<file path="src/rtl/class_argmax.sv">
// Sequential argmax over N signed scores, one compare per cycle, with start/busy/done handshake.
// Optional runner-up margin output is enabled by defining ARGMAX_MARGIN_EN.
module class_argmax #(
    parameter int unsigned N          = 10,
    parameter int unsigned SCORE_SIZE = 26,
    parameter int unsigned IDX_W      = 4
) (
    input  logic                    clk,
    input  logic                    GlobalReset,
    input  logic                    start,
    input  logic [N*SCORE_SIZE-1:0] Scores,
    output logic                    busy,
    output logic                    done,
    output logic [IDX_W-1:0]        class_idx,
    output logic [SCORE_SIZE-1:0]   max_score,
    output logic [SCORE_SIZE:0]     margin
);

    localparam logic signed [SCORE_SIZE-1:0] MinScore = {1'b1, {(SCORE_SIZE-1){1'b0}}};

    typedef enum logic [1:0] {StIdle, StScan, StDone} state_e;

    state_e                        state;
    logic signed [SCORE_SIZE-1:0]  bank [N];
    logic signed [SCORE_SIZE-1:0]  best;
    logic signed [SCORE_SIZE-1:0]  best_nx;
    logic signed [SCORE_SIZE-1:0]  cur;
    logic [IDX_W-1:0]              best_idx;
    logic [IDX_W-1:0]              idx_nx;
    logic [IDX_W-1:0]              ptr;
    logic                          gt;

    // Strict greater-than so ties keep the lower index.
    always_comb begin
        cur     = bank[ptr];
        gt      = cur > best;
        best_nx = gt ? cur : best;
        idx_nx  = gt ? ptr : best_idx;
    end

`ifdef ARGMAX_MARGIN_EN
    logic signed [SCORE_SIZE-1:0] second;
    logic signed [SCORE_SIZE-1:0] second_nx;
    logic [SCORE_SIZE:0]          margin_q;
    logic [SCORE_SIZE:0]          margin_scan;
    logic [SCORE_SIZE:0]          margin_one;

    always_comb begin
        second_nx   = gt ? best : ((cur > second) ? cur : second);
        margin_scan = {best_nx[SCORE_SIZE-1], best_nx} - {second_nx[SCORE_SIZE-1], second_nx};
        margin_one  = {Scores[SCORE_SIZE-1], Scores[SCORE_SIZE-1:0]}
                    - {MinScore[SCORE_SIZE-1], MinScore};
    end

    assign margin = margin_q;
`else
    assign margin = '0;
`endif

    always_ff @(posedge clk) begin
        if (GlobalReset) begin
            state     <= StIdle;
            busy      <= 1'b0;
            done      <= 1'b0;
            class_idx <= '0;
            max_score <= '0;
            best      <= '0;
            best_idx  <= '0;
            ptr       <= '0;
            for (int i = 0; i < N; i++) begin
                bank[i] <= '0;
            end
`ifdef ARGMAX_MARGIN_EN
            second    <= '0;
            margin_q  <= '0;
`endif
        end else begin
            case (state)
                StIdle: begin
                    done <= 1'b0;
                    if (start) begin
                        for (int i = 0; i < N; i++) begin
                            bank[i] <= Scores[i*SCORE_SIZE +: SCORE_SIZE];
                        end
                        best     <= Scores[SCORE_SIZE-1:0];
                        best_idx <= '0;
                        ptr      <= IDX_W'(1);
                        busy     <= 1'b1;
`ifdef ARGMAX_MARGIN_EN
                        second   <= MinScore;
`endif
                        // A single class needs no scan; publish the result directly.
                        if (N == 1) begin
                            state     <= StDone;
                            done      <= 1'b1;
                            class_idx <= '0;
                            max_score <= Scores[SCORE_SIZE-1:0];
`ifdef ARGMAX_MARGIN_EN
                            margin_q  <= margin_one;
`endif
                        end else begin
                            state <= StScan;
                        end
                    end
                end
                StScan: begin
                    best     <= best_nx;
                    best_idx <= idx_nx;
`ifdef ARGMAX_MARGIN_EN
                    second   <= second_nx;
`endif
                    if (ptr == IDX_W'(N - 1)) begin
                        state     <= StDone;
                        done      <= 1'b1;
                        class_idx <= idx_nx;
                        max_score <= best_nx;
`ifdef ARGMAX_MARGIN_EN
                        margin_q  <= margin_scan;
`endif
                    end else begin
                        ptr <= ptr + IDX_W'(1);
                    end
                end
                StDone: begin
                    state <= StIdle;
                    busy  <= 1'b0;
                    done  <= 1'b0;
                end
                default: begin
                    state <= StIdle;
                    busy  <= 1'b0;
                    done  <= 1'b0;
                end
            endcase
        end
    end

endmodule

</file>
<file path="config.mk">
export PLATFORM = sky130hd
export DESIGN_NAME = class_argmax
export DESIGN_NICKNAME = d
export VERILOG_FILES = /design/src/rtl/class_argmax.sv
export SDC_FILE = /design/constraint.sdc
export NUM_CORES = 1
export LEC_CHECK = 0
export ABC_AREA = 1
export CAP_MARGIN = 20
export CORE_UTILIZATION = 50
export DETAILED_ROUTE_END_ITERATION = 12
export PLACE_DENSITY = 0.81
export SLEW_MARGIN = 20
export SYNTH_ARGS = -nofsm -noshare
export SYNTH_HDL_FRONTEND = slang
export SYNTH_SLANG_ARGS = --single-unit
</file>
<file path="constraint.sdc">
create_clock -name clk -period 26.4 [get_ports clk]
set_input_delay 5.28 -clock clk [delete_from_list [all_inputs] [get_ports clk]]
set_output_delay 5.28 -clock clk [all_outputs]
set_load 0.02 [all_outputs]
</file>
==> impl_metrics.csv <==
group,metric,value,unit
synthesis,syn-instance-count,1832,
drt,drt_wl_total,44900,µm
global_routing,grt_pass1_vias,12896,
clock_tree,cts.sinks,332,
timing,post-route-period-util,33.0,%
die,core,31600,µm²
clock_tree,htree_levels,2,
critical_path,cp-end-kind,"flop",
timing,slew_viol_final,0,
power_and_ir_drop,p_leak,9.04,nW
finish,diodes,0,
critical_path,worstSetupPathType,"input port to flop",
critical_path,start_kind,"input port",
synthesis,synth_top_area_share,48.6,%
hold_path,min_path_type,"flop to flop",
die,die_h,181,µm
synthesis,synth_common_cells,"nor2_1, inv_1, edfxtp_1, o21ai_0, nand2_1",
finish,ff_latch_area,9250,µm²
drt,post-route-drc-count,0,
synthesis,synth-async-reset-ratio,0,%
finish,syn_to_final_growth,26.4,%
power_and_ir_drop,vdd_drop_max,47.0,µV
synthesis,ys_warn_count,0,
finish,post-route-util,64.3,%
global_routing,grtUsageTotal,27.3,%
clock_tree,clkTransAtPathRegs,0.06,ns
die,initial_utilization,50.9,%
timing,clock_skew,0.0211,ns
timing,rsz0062_at_grt,"false",
finish,drive_gt1_share,4.04,%
drt,via_per_inst,5.31,
place,port_buffers,294,
synthesis,yosysTopAreaCell,"edfxtp_1",
timing,worst_pin_slew,1.09,ns
die,rows,65,
synthesis,ys_types,36,
timing,fmax,115,MHz
die,die_area,32800,µm²
critical_path,cpMaxStageDelayCell,"buf_4",
critical_path,slowest_delay,0.93,ns
timing,period_minus_slack,8.71,ns
drt,via_count,13290,
finish,multi_input_area,5030,µm²
synthesis,synth_area_leaders,"edfxtp_1, nor2_1, dfxtp_1, inv_1, o21ai_0",
finish,fillCellCount,2500,
timing,fin_tns_setup,0,ns
global_routing,grt_max_degree,112,
synthesis,synth_edf_count,260,
synthesis,yosysMostFrequentCell,"nor2_1",
status,outcome,"finished clean",
clock_tree,cts_tree,"done",
drt,first_pass_iters,5,
power_and_ir_drop,powerDensity,68.1,nW/µm²
clock_tree,ctsLongestPathBuffers,3,
die,ioPinCount,322,
critical_path,cp_data_arrival_time,8.94,ns
power_and_ir_drop,power,1.38,mW
synthesis,ys_seq_area_share,57.6,%
synthesis,synth_area,16100,µm²
global_routing,grt_pass1_wl,69100,µm
critical_path,worstPathMaxFanout,111,
flow_run,max_cap_violations,0,
synthesis,avgSynthCellArea,8.77,µm²
drt,drtIter0Drc,1450,
clock_tree,cts_setup_buffers,0,
die,die_w,181,µm
drt,antenna_left,0,
timing,slew_headroom,27.0,%
place,dp_hpwl,30900,µm
timing,final_hold_viol_count,0,
place,gp_congestion,0.937,
synthesis,ys.flop_type,"edfxtp_1",
clock_tree,clockRootBuffer,"clkbuf_16",
global_routing,antenna_found_initial,0,
timing,setup_viol,0,
hold_path,hp-start,"state[1]",
synthesis,synth_seq_cells,332,
critical_path,crit_chain,"clkdlybuf4s50_1, nand2_1, inv_1, nand2_4, buf_6, buf_4, nor2_1",
drt,wl_per_cell,17.9,µm
clock_tree,cts-buffers-inserted,35,
global_routing,grt_overflow,0,
finish,nNetsFinal,2366,
clock_tree,cts_hold_buf,0,
clock_tree,clock_latency,0.52,ns
critical_path,crit_path_start,"start",
clock_tree,cts_resized,0,
critical_path,required,26.62,ns
==> registers in the layout (all words and copies together), names as in the netlist, 2 cells and up, named ones only <==
register   cells
ptr            4
best_idx       4
class_idx      4
bank         260
best          26
max_score     26
state          2
==> routing by layer <==
layer / wire length (µm) / vias up / track usage (%)
li1: - / 6330 / -
met3: 3500 / 111 / 3.73
met1: 17600 / 6204 / 34.7
met2: 21500 / 645 / 45.4
met5: 0 / - / 0
met4: 2340 / 0 / 14.9
==> power breakdown <==
part	internal [mW]	switching, mW	leakage, nW
Clock	0.302	0.209	0.589
Sequential	0.607	0.0149	3.40
Combinational	0.0882	0.160	5.05
==> area by class of cell <==
cell class | instances | area share, %
flip-flops and latches | 332 | 45.6
multi-input cells | 1061 | 24.8
repair buffers | 308 | 15.1
inverters | 337 | 6.25
clock buffers | 38 | 4.53
well taps | 402 | 2.48
clock inverters | 26 | 1.34
==> path summary, 6_finish.rpt <==
| check | slack (ns) | end | cells past startpoint |
|---|---|---|---|
| min reg2reg | 0.48 | busy | 1 |
| max | 17.69 | bank[7][10] | 7 |
| max reg2reg | 21.07 | max_score[21] | 18 |
| min | 0.48 | busy | 1 |
==> cell usage in the layout, fill, tap and decap left out, types with 9 or more instances in the layout <==
cell	netlist	final
a21oi_1	24	24
buf_4	31	12
clkbuf_16	0	36
clkdlybuf4s50_1	0	294
clkinv_2	0	9
conb_1	1	27
dfxtp_1	72	71
edfxtp_1	260	260
ha_1	28	28
inv_1	332	332
nand2_1	153	151
nand3_1	81	81
nor2_1	456	455
o211ai_1	35	35
o21ai_0	163	163
o21ai_1	24	24
o221ai_1	29	29
o22ai_1	10	10
==> kinds of logic (layout without fill, tap and decap cells) <==
logic type,after synthesis,count (layout),synth area share (%)
simple gates,711,711,17.7
buf+inv,465,709,11.9
flops,332,332,57.6
compound gates,295,295,10.7
fa+ha+maj,28,28,2.18
other cells,1,27,0.0234
==> worst max-delay path: cells and delay by family <==
| family | cells | cell delay [ns] |
|---|---|---|
| AND/OR/NAND/NOR | 3 | 1.21 |
| buffers and inverters | 4 | 2.27 |
==> stage by stage <==
stage / instances / worst slack [ns] / hold WS, ns / cell area (µm²)
4_1_cts: 2504 / 17.58 / 0.476 / 20300
3_3_place_gp: 2440 / 17.22 / 0.452 / 19100
6_report: 2504 / 17.69 / 0.480 / 20300
3_5_place_dp: 2440 / 17.05 / 0.465 / 19100
5_1_grt: 2504 / 17.41 / 0.502 / 20300
2_1_floorplan: 1858 / 14.46 / 0.444 / 16200
Power figures use the tool's default switching activity.
